## src/rtl/pc_unit.sv

```systemverilog
// pc_unit -- program counter for the 6502 core, held as low/high halves.
//
// Supports increment, parallel load and signed relative branch. A relative
// branch only adds the displacement into the low half. When that crosses a
// page, the high half is corrected on a second, FIXUP cycle, as the real
// 6502 does, and busy/page_cross tell the control unit that this cycle is in
// progress.
//
// Build option: define PC_PAGE_FIXUP_EN for the two-cycle page-cross
// behaviour. Without it, no FIXUP state is built. A branch then adds the
// sign-extended offset across the whole PC in one cycle, and busy is tied
// low.
//
// Ports:
//   clk        in   1  clock, rising edge
//   reset      in   1  asynchronous, active-low reset
//   inc_enable in   1  PC <= PC + 1
//   load       in   1  PC <= {PCH_in, PCL_in}
//   branch     in   1  PC <= PC + signed offset (relative branch taken)
//   PCL_in     in   H  low half load value
//   PCH_in     in   H  high half load value
//   offset     in   H  two's-complement branch displacement
//   PCL_out    out  H  registered low half
//   PCH_out    out  H  registered high half
//   busy       out  1  page fix-up in progress; requests are dropped
//   page_cross out  1  one-cycle pulse after a branch changed the page
//   Request priority: load > branch > inc_enable. H = ADDR_W/2.
module pc_unit #(
  parameter int                ADDR_W   = 16,
  parameter logic [ADDR_W-1:0] RESET_PC = ADDR_W'(16'hFFFC)
) (
  input  logic                  clk,
  input  logic                  reset,
  input  logic                  inc_enable,
  input  logic                  load,
  input  logic                  branch,
  input  logic [ADDR_W/2-1:0]   PCL_in,
  input  logic [ADDR_W/2-1:0]   PCH_in,
  input  logic [ADDR_W/2-1:0]   offset,
  output logic [ADDR_W/2-1:0]   PCL_out,
  output logic [ADDR_W/2-1:0]   PCH_out,
  output logic                  busy,
  output logic                  page_cross
);

  localparam int                H     = ADDR_W / 2;
  localparam logic [ADDR_W-1:0] ONE_W = ADDR_W'(1);

  logic [H-1:0]      pcl_q, pcl_d;
  logic [H-1:0]      pch_q, pch_d;
  logic              cross_q, cross_d;
  logic [ADDR_W-1:0] pc_inc;

  // Increment carries into the high half in the same cycle.
  assign pc_inc = {pch_q, pcl_q} + ONE_W;

`ifdef PC_PAGE_FIXUP_EN
  localparam logic [H-1:0] ONE_H = H'(1);

  typedef enum logic {
    RUN   = 1'b0,
    FIXUP = 1'b1
  } state_e;

  state_e       state_q, state_d;
  logic         up_q, up_d;
  logic [H:0]   sum;

  // Low-half add only. The carry out and the offset sign together say
  // whether the page changed.
  assign sum = {1'b0, pcl_q} + {1'b0, offset};

  always_comb begin
    pcl_d   = pcl_q;
    pch_d   = pch_q;
    cross_d = 1'b0;
    state_d = state_q;
    up_d    = up_q;
    case (state_q)
      RUN: begin
        if (load) begin
          pcl_d = PCL_in;
          pch_d = PCH_in;
        end else if (branch) begin
          pcl_d = sum[H-1:0];
          // carry=1 with a positive offset is a forward cross, and
          // carry=0 with a negative offset is a backward cross. Either way
          // the carry differs from the sign, and the carry gives the
          // direction.
          if (sum[H] != offset[H-1]) begin
            state_d = FIXUP;
            up_d    = sum[H];
            cross_d = 1'b1;
          end
        end else if (inc_enable) begin
          {pch_d, pcl_d} = pc_inc;
        end
      end
      FIXUP: begin
        // Requests are ignored here and are not queued.
        pch_d   = up_q ? (pch_q + ONE_H) : (pch_q - ONE_H);
        state_d = RUN;
      end
    endcase
  end

  always_ff @(posedge clk or negedge reset) begin
    if (!reset) begin
      state_q <= RUN;
      up_q    <= 1'b0;
    end else begin
      state_q <= state_d;
      up_q    <= up_d;
    end
  end

  assign busy = (state_q == FIXUP);
`else
  logic [ADDR_W-1:0] pc_br;

  assign pc_br = {pch_q, pcl_q} + {{H{offset[H-1]}}, offset};

  always_comb begin
    pcl_d   = pcl_q;
    pch_d   = pch_q;
    cross_d = 1'b0;
    if (load) begin
      pcl_d = PCL_in;
      pch_d = PCH_in;
    end else if (branch) begin
      {pch_d, pcl_d} = pc_br;
      cross_d        = (pc_br[ADDR_W-1:H] != pch_q);
    end else if (inc_enable) begin
      {pch_d, pcl_d} = pc_inc;
    end
  end

  assign busy = 1'b0;
`endif

  always_ff @(posedge clk or negedge reset) begin
    if (!reset) begin
      pcl_q   <= RESET_PC[H-1:0];
      pch_q   <= RESET_PC[ADDR_W-1:H];
      cross_q <= 1'b0;
    end else begin
      pcl_q   <= pcl_d;
      pch_q   <= pch_d;
      cross_q <= cross_d;
    end
  end

  assign PCL_out    = pcl_q;
  assign PCH_out    = pch_q;
  assign page_cross = cross_q;

endmodule

```

## config.mk

```make
export PLATFORM = sky130hd
export DESIGN_NAME = pc_unit
export DESIGN_NICKNAME = d
export VERILOG_FILES = /design/src/rtl/pc_unit.sv
export SDC_FILE = /design/constraint.sdc
export NUM_CORES = 1
export LEC_CHECK = 0
export ABC_AREA = 1
export CORE_UTILIZATION = 45
export CTS_BUF_LIST = sky130_fd_sc_hd__clkbuf_4 sky130_fd_sc_hd__clkbuf_8
export DETAILED_ROUTE_END_ITERATION = 8
export PLACE_DENSITY_LB_ADDON = 0.08
export SKIP_CTS_REPAIR_TIMING = 1
export SYNTH_ARGS = -nofsm -noshare
export SYNTH_HDL_FRONTEND = slang
export SYNTH_SLANG_ARGS = --single-unit
```

## constraint.sdc

```tcl
create_clock -name clk -period 2.3 [get_ports clk]
set_clock_uncertainty 0.2 [all_clocks]
set_input_delay 0.46 -clock clk [delete_from_list [all_inputs] [get_ports clk]]
set_output_delay 0.46 -clock clk [all_outputs]
set_load 0.05 [all_outputs]
```

After elaboration in Yosys (flattened, before gate mapping)

Index checks and enable logic that the tools add are counted.

Flip-flop bits (word level): 17
Input bits: 29
Word-level logic and storage cells: 15

$add $sub $neg: 2
Equality and inequality tests: 1
Mux-type cells: 8
Reductions and logical operators: 1

Operator list:

| cell                                           | number |
|---|---|
| 2-to-1 mux 8 bit                               | 6 |
| adder 16 x 1 -> 16 bit (second input constant) | 1 |
| adder 16 bit                                   | 1 |
| != test 8 bit                                  | 1 |
| nonzero test 3 bit                             | 1 |
| 2-to-1 mux 1 bit                               | 2 |

Logic depth before layout (Yosys ltp)

Gate-level depths: netlist of run 1.

Depth in word-level cells: 4
Mapped depth: 15
Gate-level depth less buffers: 15

Worst setup path after synthesis of run 1

OpenSTA, ideal clock, no wires.

Path kind: register to register
Start point: register pcl_q[0] (netlist: PCL_out[0])
End point: register cross_q (netlist: page_cross)
Setup time: 0.120 ns
Data arrival time: 2.111 ns
Path slack: -0.131 ns
Cell stages (with the launch flop): 14
Buffers on the path: 0
Clock period less this slack: 2.431 ns
Cell sequence: dfrtp_1 > ha_1 > fa_1 > nand3_1 > nand3_1 > nand2_1 > nand2_1 > xor2_1 > nand2_1 > nand2_1 > nor2_1 > nand2_1 > nor2_1 > nor2_1

Cells in the longest elaborated chain, start to end: 4

RTL lines:

| element                  | line | RTL |
|---|---|---|
| start: declaration       | 49   | `logic [H-1:0] pcl_q, pcl_d;` |
| start signal: assignment | 143  | `pcl_q <= RESET_PC[H-1:0];` |
| start signal: assignment | 147  | `pcl_q <= pcl_d;` |
| adder 16 bit             | 121  | `assign pc_br = {pch_q, pcl_q} + {{H{offset[H-1]}}, offset};` |
| != test 8 bit            | 132  | `cross_d = (pc_br[ADDR_W-1:H] != pch_q);` |
| 2-to-1 mux 1 bit         | 130  | `end else if (branch) begin` |
| 2-to-1 mux 1 bit         | 127  | `if (load) begin` |
| via cross_d              | 51   | `logic cross_q, cross_d;` |
| end signal: assignment   | 149  | `cross_q <= cross_d;` |
| end: declaration         | 51   |  |

The timed path passes the listed nets, and every way through them passes these cells.
A chain may end at the register's enable or synchronous reset.

Final worst setup path of run 1

Same ends and word-level chain as after synthesis.

==> results of run 1 <==
layout by cell type (no fill, tap or decap), drive strengths merged:
cell	instances
xor2	4
o21ai	28
and2	2
o22ai	8
o211ai	4
fa	1
dfrtp	3
o221ai	1
nand2	133
o2111ai	2
nand4	2
clkdlybuf4s50	22
nand3b	1
nand3	39
a31oi	1
or2	2
a21oi	20
nor2	35
conb	1
inv	64
clkbuf	5
dlymetal6s2s	7
buf	70
nor3	7
ha	16
dfstp	14
xnor2	4
cells by family after synthesis:
| family | Yosys count |
|---|---|
| simple gates | 221 |
| xor+xnor | 8 |
| other cells | 1 |
| compound gates | 64 |
| fa+ha+maj | 17 |
| flops | 17 |
| buf+inv | 69 |
routing by layer:
metal  vias to the layer above  global-route usage
met5                         -                   0
met4                         0              0.0919
met3                        27              0.0480
met2                       141               0.443
met1                      1413               0.441
li1                       1480                   -
registers in the layout (all words and copies together), names as in the netlist:
| register | count |
|---|---|
| page_cross | 1 |
| PCL_out | 8 |
| PCH_out | 8 |
Yosys cell counts, types with 2 or more instances:
cell,count,share of area
dfrtp_1,3,0.032
o21ai_0,25,0.054
dfstp_2,14,0.16
nand2_2,8,0.022
clkbuf_1,2,0.0032
inv_1,62,0.10
nor2_2,5,0.014
nand2_1,125,0.20
o2111ai_1,2,0.0076
ha_1,16,0.086
nor3_1,4,0.0086
xnor2_1,4,0.015
nand4_1,2,0.0054
and2_1,2,0.0054
o211ai_1,4,0.013
o21ai_1,3,0.0065
a21oi_1,20,0.043
nor2_1,29,0.047
xor2_1,4,0.015
o22ai_1,8,0.022
nor3_2,3,0.013
nand3_1,39,0.084
buf_2,2,0.0043
inv_2,2,0.0032
cell type report:
class                      instances  area share
multi-input combinational        311       0.551
timing repair buffer             100       0.227
sequential                        17       0.122
inverter                          64      0.0648
tap                               67      0.0224
clock buffer                       4      0.0130
power groups by stage:
| stage | logic (mW) | registers [mW] | clock network [mW] |
|---|---|---|---|
| after floorplan | 0.741 | 0.647 | 0 |
| after global placement | 1.50 | 0.445 | 0 |
| after detailed placement | 1.53 | 0.445 | 0 |
| after CTS | 1.54 | 0.440 | 0.251 |
| after global routing | 2.06 | 0.469 | 0.264 |
| final | 1.91 | 0.468 | 0.247 |
worst max-delay path, stage by stage, from the launching register on:
cell and delay [ns]:
dfrtp_2 0.43, ha_4 0.17, fa_2 0.42, nand2_2 0.11, nand2_2 0.06, nand3_2 0.08
nand2_4 0.08, nand2_4 0.09, nand3_2 0.10, nand3_2 0.10, nand2_2 0.05, nor2_2 0.08
nand2_1 0.06, nor2_1 0.09, nor2_1 0.04
stage by stage:
| stage | cells | setup TNS, ns | cell area, um^2 | total power [mW] |
|---|---|---|---|---|
| 4_1_cts | 561 | -2.69 | 3250 | 2.23 |
| 3_5_place_dp | 557 | -6.04 | 3200 | 1.97 |
| 3_3_place_gp | 557 | -5.48 | 3200 | 1.95 |
| 6_report | 563 | 0 | 3750 | 2.62 |
| 2_1_floorplan | 397 | 0 | 2330 | 1.39 |
| 5_1_grt | 563 | -0.331 | 3750 | 2.79 |
worst paths after layout:
path / slack (ns) / cells after the start / end / startpoint
min in group clk: 0.47 / 4 / PCL_out[0] / offset[0]
worst max register to register: 0.01 / 14 / page_cross / PCL_out[0]
worst min register to register: 0.48 / 3 / PCL_out[4] / PCL_out[4]
worst max-delay path: 0.01 / 14 / page_cross / PCL_out[0]
max in group asynchronous: 1.31 / 2 / PCL_out[4] / reset
worst min-delay path: 0.33 / 2 / PCL_out[1] / reset
==> results.json, run 1 <==
{
  "power_leakage_nw": 1.91,
  "postSynthCellCount": 397,
  "vias": 3061,
  "post_drt_wl_per_cell_um": 15.5,
  "clk-insertion-delay-late_ns": 0.26,
  "wl_mm": 8.74,
  "worstPathRequired_ns": 2.25,
  "drc": 0,
  "rsz0062_at_grt": "true",
  "end_kind": "register",
  "gp_congestion": 1.01,
  "netlist_area_mm2": 0.00232,
  "worst-setup-path-type": "reg2reg",
  "nets": 543,
  "numCtsBuffers": 3,
  "synth_warnings": 0,
  "vias_per_cell": 5.44,
  "drtAntennaViolNets": 0,
  "switchingPower_mw": 1.30,
  "grt_max_degree": 26,
  "ys.flop_type": "dfstp_2",
  "clk_path_buf_depth": 2,
  "grt_usage": 0.300,
  "power.share.clock": 0.094,
  "grt_pass1_wl_mm": 12.2,
  "io_buffers": 45,
  "power.share.switching": 0.497,
  "fin_crit_sh": 0.994,
  "multiInputGateArea_mm2": 0.00206,
  "clock_sinks": 17,
  "synth-simple-area-share": 0.415,
  "route.met3.wl_um": 675,
  "yosys_register_bits": 17,
  "synthDistinctLibCells": 33,
  "cts_tree": "yes",
  "cp-start-kind": "register",
  "synth.net_count": 443,
  "cts_root_buf": "clkbuf_8",
  "floorplan.initialDensity": 0.478,
  "die_w_um": 73.7,
  "htree_num_levels": 1,
  "syn_avg_cell_area_um2": 5.83,
  "coreArea_mm2": 0.00485,
  "utilization": 0.773,
  "arrival_ns": 2.23,
  "wl_met1_mm": 3.88,
  "max_freq_ghz": 0.437,
  "ys_seq_area_frac": 0.191,
  "dr.pass1.iters": 5,
  "die_h_um": 73.7,
  "route.met2.wl_mm": 3.90,
  "ios": 47,
  "synthXorXnorAreaFrac": 0.0303,
  "fp-row-count": 25,
  "drt-initial-drc-count": 213,
  "layout_setup_ws_ns": 0.0139,
  "finalSetupViolations": 0,
  "hpwl_mm": 6.22,
  "p_int_mw": 1.32,
  "hold_viol": 0,
  "synth_edf_count": 0,
  "worst-slew-pin-transition_ns": 0.511,
  "relSlewSlack": 0.659,
  "synthAdderAreaFrac": 0.0951,
  "synth_top_family_by_area": "simple AND/OR/NAND/NOR gates",
  "async_reset_ff_frac": 1.00,
  "max-vdd-ir-drop_v": 0.000439,
  "ff_latch_area_um2": 455,
  "clk_pin_slew_worst_paths_ns": 0.07,
  "p_comb_frac": 0.727,
  "drv_cap": 0,
  "area_delta_synth_final_pct": 61.8,
  "synth_compound_area_frac": 0.152,
  "grt_overflow": 0,
  "antenna_found_initial": 0,
  "holdWs_ns": 0.335,
  "dp_slack_ns": -0.650,
  "power.density_mw_per_mm2": 701,
  "die_area_mm2": 0.00544,
  "fin_crit_ns": 2.29,
  "topRoutingLayerUsed": "met4",
  "slew_viol_final": 0,
  "path_max_fanout": 3,
  "diodes": 0,
  "worstHoldPathType": "in2async",
  "seqPwrFrac": 0.178,
  "status": "finished, final reports clean",
  "fill_cells": 355,
  "grt_pass1_vias": 2582,
  "synthMuxAreaShare": 0,
  "layout-drive-gt1-share": 0.381
}
(Power assumes the default switching activity.)
==> run 2: changes to the inputs <==
--- a/config.mk
+++ b/config.mk
@@ -8,6 +8,7 @@
 export ABC_AREA = 1
 export CORE_UTILIZATION = 45
 export CTS_BUF_LIST = sky130_fd_sc_hd__clkbuf_4 sky130_fd_sc_hd__clkbuf_8
+export CTS_CLUSTER_SIZE = 30
 export DETAILED_ROUTE_END_ITERATION = 8
 export PLACE_DENSITY_LB_ADDON = 0.08
 export SKIP_CTS_REPAIR_TIMING = 1
==> constraint.sdc (replaced) <==
create_clock -name clk -period 2.19 [get_ports clk]
set_clock_uncertainty 0.2 [all_clocks]
set_input_delay 0.438 -clock clk [delete_from_list [all_inputs] [get_ports clk]]
set_output_delay 0.438 -clock clk [all_outputs]
set_load 0.05 [all_outputs]
==> results.json, run 2 (synthesis gave the netlist of run 1 again) <==
{
  "io_buffers": 45,
  "cts_tree": "yes",
  "vias": 3025,
  "drt-initial-drc-count": 300,
  "status": "complete, but fails checks",
  "drv_cap": 0,
  "holdWs_ns": 0.306,
  "grt_pass1_wl_mm": 12.4,
  "coreArea_mm2": 0.00485,
  "worstHoldPathType": "in2async",
  "hold_viol": 0,
  "end_kind": "register",
  "antenna_found_initial": 0,
  "layout-drive-gt1-share": 0.373,
  "max_freq_ghz": 0.434,
  "slew_viol_final": 0,
  "layout_setup_ws_ns": -0.112,
  "switchingPower_mw": 1.36,
  "diodes": 0,
  "hpwl_mm": 6.33,
  "p_int_mw": 1.42,
  "power.share.switching": 0.490,
  "seqPwrFrac": 0.183,
  "fin_crit_sh": 1.05,
  "power.density_mw_per_mm2": 721,
  "final_common_cell": "nand2_1",
  "path_max_fanout": 4,
  "gp_congestion": 0.901,
  "p_comb_frac": 0.723,
  "die_h_um": 73.7,
  "drc": 0,
  "clk_path_buf_depth": 2,
  "die_w_um": 73.7,
  "drtAntennaViolNets": 0,
  "power_leakage_nw": 1.91,
  "cp-start-kind": "register",
  "rsz0062_at_grt": "true",
  "grt_pass1_vias": 2633,
  "power.share.clock": 0.094,
  "htree_num_levels": 1,
  "wl_mm": 8.52,
  "ios": 47,
  "vias_per_cell": 5.42,
  "fin_tns_setup_ns": -0.287,
  "floorplan.initialDensity": 0.478,
  "grt_usage": 0.302,
  "die_area_mm2": 0.00544,
  "cts_root_buf": "clkbuf_8",
  "post_drt_wl_per_cell_um": 15.3,
  "clk-insertion-delay-late_ns": 0.26,
  "failed_checks": "negative setup slack",
  "dr.pass1.iters": 5,
  "clock_sinks": 17,
  "max-vdd-ir-drop_v": 0.000564,
  "clk_pin_slew_worst_paths_ns": 0.07,
  "grt_overflow": 0,
  "nets": 538,
  "area_delta_synth_final_pct": 66.4,
  "grt_max_degree": 26,
  "numCtsBuffers": 3,
  "finalSetupViolations": 5,
  "worst-setup-path-type": "reg2reg",
  "final_cell_mix": "96 x nand2_1, 60 x inv_1, 56 x buf_4",
  "worstPathRequired_ns": 2.13,
  "fp-row-count": 25,
  "fin_crit_ns": 2.30,
  "arrival_ns": 2.24
}
[run 2: cell types whose count changed in the layout (fill, tap and decap cells not counted), moves of 2 or more]
cell and change:
buf_4 -11, buf_12 +9, dfstp_2 -5, dfstp_4 +5, nor2_1 -4, buf_6 -3
inv_1 +3, nor2_2 +3, inv_2 -2, o21ai_1 +2
[run 2: path summary, 6_finish.rpt]
path                            start    endpoint  slack (ns)  depth (start not counted)
setup / recovery           PCL_out[6]  page_cross       -0.11                         14
hold / removal                  reset  PCL_out[0]        0.31                          2
setup reg to reg           PCL_out[6]  page_cross       -0.11                         14
hold reg to reg            PCL_out[1]  PCL_out[1]        0.47                          2
max in group asynchronous       reset  PCH_out[1]        1.23                          2
min in group clk            offset[0]  PCL_out[0]        0.46                          4
[run 2: final cells by class]
type,count,area (um^2)
Tap cell,67,83.8
Inverter,64,240
Clock buffer,4,48.8
Multi-Input combinational cell,311,2070
Fill cell,338,995
Timing Repair Buffer,95,936
Sequential cell,17,474
[run 2: power by group through the flow]
stage	Clock (mW)	Sequential, mW	Combinational (mW)
after floorplan	0	0.705	0.837
after global placement	0	0.497	1.68
final	0.262	0.508	2.01
after detailed placement	0	0.501	1.71
after global routing	0.273	0.511	2.17
after CTS	0.257	0.496	1.73
[run 2: layer usage]
metal | vias up | routed length [um] | track usage
met1 | 1382 | 3750 | 0.450
met3 | 21 | 729 | 0.0302
met5 | - | 0 | 0
met2 | 155 | 3920 | 0.471
li1 | 1467 | - | -
met4 | 0 | 118 | 0.0598
[run 2: critical path, stage by stage (launching register included)]
cell and delay, ns:
dfstp_4 0.65, ha_4 0.17, nand2_4 0.06, nor2_1 0.15
nand3_2 0.12, nand2_4 0.11, nand2_2 0.08, nand2_1 0.11
nand2_1 0.07, nand3_1 0.08, nand2_1 0.05, nor2_1 0.10
nand2_1 0.06, nor2_1 0.10, nor2_1 0.05
[run 2: stage by stage]
stage	instance area [um^2]	total power [mW]	utilization	worst slack (ns)	cells
after CTS	3480	2.48	0.718	-0.336	555
after global placement	3430	2.18	0.708	-0.517	551
after detailed placement	3430	2.21	0.708	-0.585	551
final	3850	2.78	0.795	-0.112	558
after floorplan	2500	1.54	-	-0.0242	397
after global routing	3850	2.95	0.795	-0.226	558
==> run 3: changes to the inputs <==
==> constraint.sdc (replaced) <==
create_clock -name clk -period 2.19 [get_ports clk]
set_clock_uncertainty 0.2 [all_clocks]
set_input_delay 0.438 -clock clk [delete_from_list [all_inputs] [get_ports clk]]
set_output_delay 0.438 -clock clk [all_outputs]
set_load 0.02 [all_outputs]
==> results.json, run 3 (synthesis gave the netlist of run 1 again) <==
{
  "status": "complete, but fails checks",
  "failed_checks": "negative setup slack",
  "clk_path_buf_depth": 2,
  "max-vdd-ir-drop_v": 0.000414,
  "worstHoldPathType": "in2async",
  "die_h_um": 73.7,
  "grt_overflow": 0,
  "cp_slowest_cell": "dfrtp_2",
  "floorplan.initialDensity": 0.478,
  "clock_sinks": 17,
  "drc": 0,
  "cts_root_buf": "clkbuf_8",
  "final_area_mm2": 0.00374,
  "grt_usage": 0.294,
  "fin_crit_ns": 2.35,
  "crit_path_max_incr_delay_ns": 0.44,
  "ff2ff_path_depth": 12,
  "diodes": 0,
  "final_common_cell": "nand2_1",
  "arrival_ns": 2.33,
  "io_buffers": 45,
  "numCtsBuffers": 3,
  "coreArea_mm2": 0.00485,
  "gp_congestion": 0.879,
  "grt_pass1_vias": 2597,
  "max_freq_ghz": 0.425,
  "path_max_fanout": 3,
  "dr.pass1.iters": 5,
  "die_w_um": 73.7,
  "holdWs_ns": 0.304,
  "layout-drive-gt1-share": 0.319,
  "clk-insertion-delay-late_ns": 0.26,
  "end_kind": "register",
  "clk_pin_slew_worst_paths_ns": 0.07,
  "dpl_cell_area_mm2": 0.00319,
  "path_cells": "ha_4 > fa_2 > nand2_2 > nand2_1 > nand3_1 > nand2_2 > nand2_4 > nand3_2 > buf_4 > nand3_1 > o211ai_1 > o22ai_1",
  "dp_slack_ns": -0.696,
  "wl_mm": 8.49,
  "nets": 543,
  "critical-path-top-delay-family": "simple AND/OR/NAND/NOR gates",
  "power.density_mw_per_mm2": 681,
  "grt_max_degree": 26,
  "worstPathRequired_ns": 2.17,
  "vias": 3016,
  "r2r_start": "PCL_out[0]",
  "antenna_found_initial": 0,
  "grt_pass1_wl_mm": 12.1,
  "cts_tree": "yes",
  "hpwl_mm": 6.09,
  "timing.rr.end": "PCH_out[6]",
  "fp-row-count": 25,
  "drv_cap": 0,
  "drtAntennaViolNets": 0,
  "startpoint": "PCL_out[0]",
  "htree_num_levels": 1,
  "vias_per_cell": 5.36,
  "layout_setup_ws_ns": -0.161,
  "slew_viol_final": 0,
  "worst-setup-path-type": "reg2reg",
  "utilization": 0.771,
  "reg2reg_slack_ns": -0.16,
  "crit_buf_inv": 1,
  "final_cell_mix": "101 x nand2_1, 62 x inv_1, 53 x buf_4",
  "drt-initial-drc-count": 245,
  "finalSetupViolations": 5,
  "post_drt_wl_per_cell_um": 15.1,
  "fill_cells": 339,
  "power_leakage_nw": 1.99,
  "ios": 47,
  "hold_viol": 0,
  "ff_latch_area_um2": 445,
  "area_delta_synth_final_pct": 61.5,
  "rsz0062_at_grt": "true",
  "fin_tns_setup_ns": -0.527,
  "die_area_mm2": 0.00544,
  "multiInputGateArea_mm2": 0.00198,
  "cp-start-kind": "register",
  "fin_crit_sh": 1.07
}
-- run 3: cell count changes in the layout (fill, tap and decap cells not counted), moves of 3 or more --
cell | before | now
nand3_2 | 13 | 9
nand3_1 | 23 | 29
dfstp_2 | 6 | 14
clkdlybuf4s50_1 | 21 | 24
dlymetal6s2s_1 | 8 | 20
buf_4 | 56 | 53
nand2_4 | 7 | 4
nand2_1 | 96 | 101
dfstp_4 | 8 | 0
buf_12 | 9 | 1
-- run 3: power by group --
group | total (mW) | internal [mW] | switching [mW]
logic | 1.81 | 0.815 | 0.990
clock network | 0.262 | 0.142 | 0.120
registers | 0.479 | 0.405 | 0.0742
total | 2.55 | 1.36 | 1.18
-- run 3: how the worst max path moves through the flow --
stage / endpoint / slack (ns) / cells after the start
floorplan: page_cross / 0.03 / 13
global placement: page_cross / -0.66 / 15
detailed placement: page_cross / -0.70 / 15
CTS: page_cross / -0.43 / 15
global route: page_cross / -0.31 / 14
finish: PCH_out[6] / -0.16 / 12
-- run 3: through the flow --
stage,power (mW),cells
3_3_place_gp,1.90,551
5_1_grt,2.73,563
4_1_cts,2.19,555
6_report,2.55,563
3_5_place_dp,1.93,551
2_1_floorplan,1.33,397
-- run 3: layout make-up --
type / count / share of cell area
sequential: 17 / 0.119
tap: 67 / 0.0224
multi-input combinational: 311 / 0.530
timing repair buffer: 100 / 0.251
clock buffer: 4 / 0.0130
inverter: 64 / 0.0642
-- run 3: per-layer routing --
metal	vias up	GRT usage	wire length, um
li1	1483	-	-
met1	1379	0.441	3870
met2	139	0.451	3820
met3	15	0.0178	654
met4	0	0.0855	142
met5	-	0	0
==> RTL edit 1, RTL diff (config.mk and constraints of run 1) <==
Register the output `PCL_out` once more, with the module's reset; this adds one clock of latency there. The other outputs are not delayed to match. Comments in the files are not updated.
--- a/src/rtl/pc_unit.sv
+++ b/src/rtl/pc_unit.sv
@@ -152,3 +152,9 @@
 
-  assign PCL_out    = pcl_q;
+  always_ff @(posedge clk or negedge reset) begin
+    if (!reset) begin
+      PCL_out <= '0;
+    end else begin
+      PCL_out <= pcl_q;
+    end
+  end
   assign PCH_out    = pch_q;
Formal check against the unedited RTL: not equivalent (a bounded check fails within 4 cycles, from zero or initial values and one cycle with reset low).
==> RTL edit 1 against run 1 <==
- the run now ends with setup timing left
- wire length decreased by 3.4%
- worst setup slack got worse by 130 ps
- sequential cell count increased by 8
- hold slack improved by 14 ps
- clock power increased by 6%
- final area increased by 4.7%
- synthesized area increased by 8.7%
- power increased by 4.8%
- largest power group unchanged
==> RTL edit 1: results (changes against run 1) <==
STA
  • Setup TNS: -112 ps (was 0 ps)
  • Setup violations, final: 1 (was 0)
  • Worst setup margin: -112 ps (was 13.9 ps)
  • Hold WS: 348 ps (was 335 ps)

Global routing
  • Grt met3 use: 1.90% (was 4.80%)
  • Met1 track demand over resource: 40.4% (was 44.1%)
  • GR Util met2: 39.2% (was 44.3%)
  • Vias in the first global route: 2522 (was 2582)

Cells and area
  • Nets: 545 (was 543)
  • Multi-input gates: 303 (was 311)
  • Ratio of cells with drive above 1 in the final layout: 32.7% (was 38.1%)
  • Seq/total area: 16.6% (was 12.2%)
  • FF+latch count: 25 (was 17)
  • Fill count: 414 (was 355)
  • Fraction of area in non-clock buffers: 22.6% (was 22.7%)
  • ClkCell Share: 1.18% (was 1.30%)

Placed design
  • Placed cell count: 561 (was 557)
  • Dpl ws: -593 ps (was -650 ps)
  • GP Congestion: 0.919 (was 1.01)

Pwr
  • Cell Pwr Density: 702 nW/um^2 (was 701 nW/um^2)
  • Clk pwr share: 9.6% (was 9.4%)
  • P_comb: 0.00185 W (was 0.00191 W)
  • Leakage: 1.99 nW (was 1.91 nW)
  • VDD IR max: 0.000352 V (was 0.000439 V)

Synth
  • Syn avg cell area: 6.31 sq um (was 5.83 sq um)
  • Register area share after synthesis: 25.5% (was 19.1%)
  • Synth Area in Compound Gates: 12.7% (was 15.2%)
  • Synth top cells by count: 124 x nand2_1, 65 x inv_1, 44 x nand3_1 (was 125 x nand2_1, 62 x inv_1, 39 x nand3_1)
  • Area contributors post-synth: nand2_1 18%, dfstp_2 15%, dfrtp_1 11%, inv_1 9.7%, nand3_1 8.7% (was nand2_1 20%, dfstp_2 16%, inv_1 10%, ha_1 8.6%, nand3_1 8.4%)
  • Synthesized Nets: 445 (was 443)

Status
  • Status: finished with violations (was finished, final reports clean)
  • Failing checks: setup timing

Detailed routing
  • Met3 WL: 539 um (was 675 um)
  • WL/cell: 14.9 um (was 15.5 um)
  • Metal1 wirelength: 3920 um (was 3880 um)
  • Vias per cell: 5.23 (was 5.44)
  • DRT iter0 DRCs: 174 (was 213)

Critical path
  • R2R depth: 13 (was 14)
  • CP arrival: 2370 ps (was 2230 ps)
  • Setup crit start: PCH_out[0] (was PCL_out[0])

Floorplanning
  • Die area: 5900 sq um (was 5440 sq um)
[RTL edit 1: cell count changes in the layout (fill, tap and decap cells not counted), moves of 3 or more]
cell	delta
buf_4	-6
buf_6	-3
clkdlybuf4s50_1	+7
dfrtp_1	+9
inv_1	+7
inv_2	-4
nand2_2	-7
nand3_1	+12
nand3_2	-3
nor2_1	-3
nor2_4	+4
nor3_2	-3
o21ai_0	-5
[RTL edit 1: worst min path at each step]
stage	to	cells after the start
floorplan	PCL_out[0]	0
global placement	PCL_out[6]	0
detailed placement	PCL_out[6]	0
CTS	PCL_out[6]	0
global route	PCL_out[1]	2
finish	PCL_out[3]	2
[RTL edit 1: critical path, stage by stage (launching register included)]
cell and delay, ps:
dfstp_4 650, ha_4 220, nand2_1 70, nand2_1 90
nand2_1 80, nand2_1 110, a21oi_2 260, nand3_1 140
nand3_1 110, nand2_1 60, nor2_1 90, nand2_1 90
nor2_1 110, nor2_1 40
==> RTL edit 2, RTL diff (settings of run 1) <==
Made on the original files. Change the parameter `ADDR_W` from 16 to 14.
--- a/src/rtl/pc_unit.sv
+++ b/src/rtl/pc_unit.sv
@@ -28,3 +28,3 @@
 module pc_unit #(
-  parameter int                ADDR_W   = 16,
+  parameter int                ADDR_W   = 14,
   parameter logic [ADDR_W-1:0] RESET_PC = ADDR_W'(16'hFFFC)
Ports: changed (5 resized); port bits go from 47 to 42. The function was not compared with the original's and may differ.
==> RTL edit 2 against run 1 <==
- die area fell by 10%
- power fell by 19%
- wire length fell by 22%
- non-clock buffer count fell by 14
- critical path depth fell by 12
- core utilization fell by 8.8 points
- final area fell by 20%
- hold slack got worse by 43 ps
- sequential cell count fell by 2
- worst setup slack improved by 40 ps
- synthesized area fell by 11%
- sequential power fell by 13%
- global-route usage fell by 1.9 points
==> RTL edit 2: results (changes against run 1) <==
Synth
  • Synth Area in Compound Gates: 14.6% (was 15.2%)
  • Area contributors post-synth: nand2_1 15%, dfstp_2 15%, nand3_1 11%, ha_1 8.5%, inv_1 7.6% (was nand2_1 20%, dfstp_2 16%, inv_1 10%, ha_1 8.6%, nand3_1 8.4%)
  • Synth top cells by count: 85 x nand2_1, 45 x nand3_1, 42 x inv_1 (was 125 x nand2_1, 62 x inv_1, 39 x nand3_1)
  • Yosys cell types: 41 (was 33)
  • Register area share after synthesis: 18.8% (was 19.1%)
  • Adder-Cell Fraction of Synth Area: 9.42% (was 9.51%)
  • Synthesized Nets: 372 (was 443)

Placed design
  • Dpl ws: -486 ps (was -650 ps)
  • Port-buffer cells: 40 (was 45)
  • Detailed Place HPWL: 5380 um (was 6220 um)

Cells and area
  • Ratio of cells with drive above 1 in the final layout: 30.3% (was 38.1%)
  • Fill count: 388 (was 355)
  • Area grow syn2layout: 44.9% (was 61.8%)

Critical path
  • Critical path's top delay family: buffers and inverters (was simple AND/OR/NAND/NOR gates)
  • R2R depth: 13 (was 14)
  • Worst setup path end: PCL_out[0] (was page_cross)
  • CP arrival: 1590 ps (was 2230 ps)
  • Worst r2r src: PCH_out[0] (was PCL_out[0])
  • Slowest CP cell: clkdlybuf4s50_1 (was dfrtp_2)
  • Crit-path max cell delay: 790 ps (was 430 ps)

Global routing
  • Pin count of the biggest net entering global routing: 11 (was 26)
  • First-pass GRT wire length: 11000 um (was 12200 um)
  • GRT Util Overall: 28.0% (was 30.0%)
  • Vias in the first global route: 2308 (was 2582)

Detailed routing
  • WL met2: 3220 um (was 3900 um)
  • Via count: 2537 (was 3061)
  • WL/cell: 14.6 um (was 15.5 um)
  • Met3 WL: 485 um (was 675 um)
  • Metal1 wirelength: 3090 um (was 3880 um)
  • Vias per cell: 5.42 (was 5.44)
  • DRT iter0 DRCs: 245 (was 213)

Pwr
  • VDD IR max: 0.000456 V (was 0.000439 V)
  • Clk pwr share: 10.2% (was 9.4%)
  • Int Pwr: 0.00109 W (was 0.00132 W)
  • Final Power: 0.00212 W (was 0.00262 W)

Status
  • Status: finished, final reports clean (unchanged)

Clock tree
  • Cts bufs inserted: 3 (unchanged)

STA
  • Minimum clock period: 2250 ps (was 2290 ps)
==> RTL edit 2: cell types whose count changed after synthesis, sizes merged, moves of 3 or more <==
cell	run 1	this run
a21oi	20	17
inv	64	47
nand2	133	93
nand3	39	48
nand4	2	8
nor2	35	30
o21ai	28	19
==> RTL edit 2: worst min path at each step <==
stage            endpoint  slack (ps)  cells past startpoint
6_report       PCL_out[1]         290                      1
3_5_place_dp   PCH_out[6]         300                      2
2_1_floorplan  PCL_out[0]         -40                      0
3_3_place_gp   PCH_out[6]         300                      2
4_1_cts        PCL_out[1]         300                      1
5_1_grt        PCL_out[1]         300                      1
==> RTL edit 2: cell type report <==
class	count	share of cell area (%)
Timing Repair Buffer	86	24.1
Multi-Input combinational cell	262	52.9
Clock buffer	3	1.38
Sequential cell	15	13.2
Tap cell	52	2.17
Inverter	49	6.12
Clock inverter	1	0.167
==> RTL edit 2: per-layer routing <==
metal	vias to the layer above	GRT usage, %
li1	1266	-
met1	1155	40.9
met2	112	45.1
met3	4	2.02
met4	0	6.67
met5	-	0
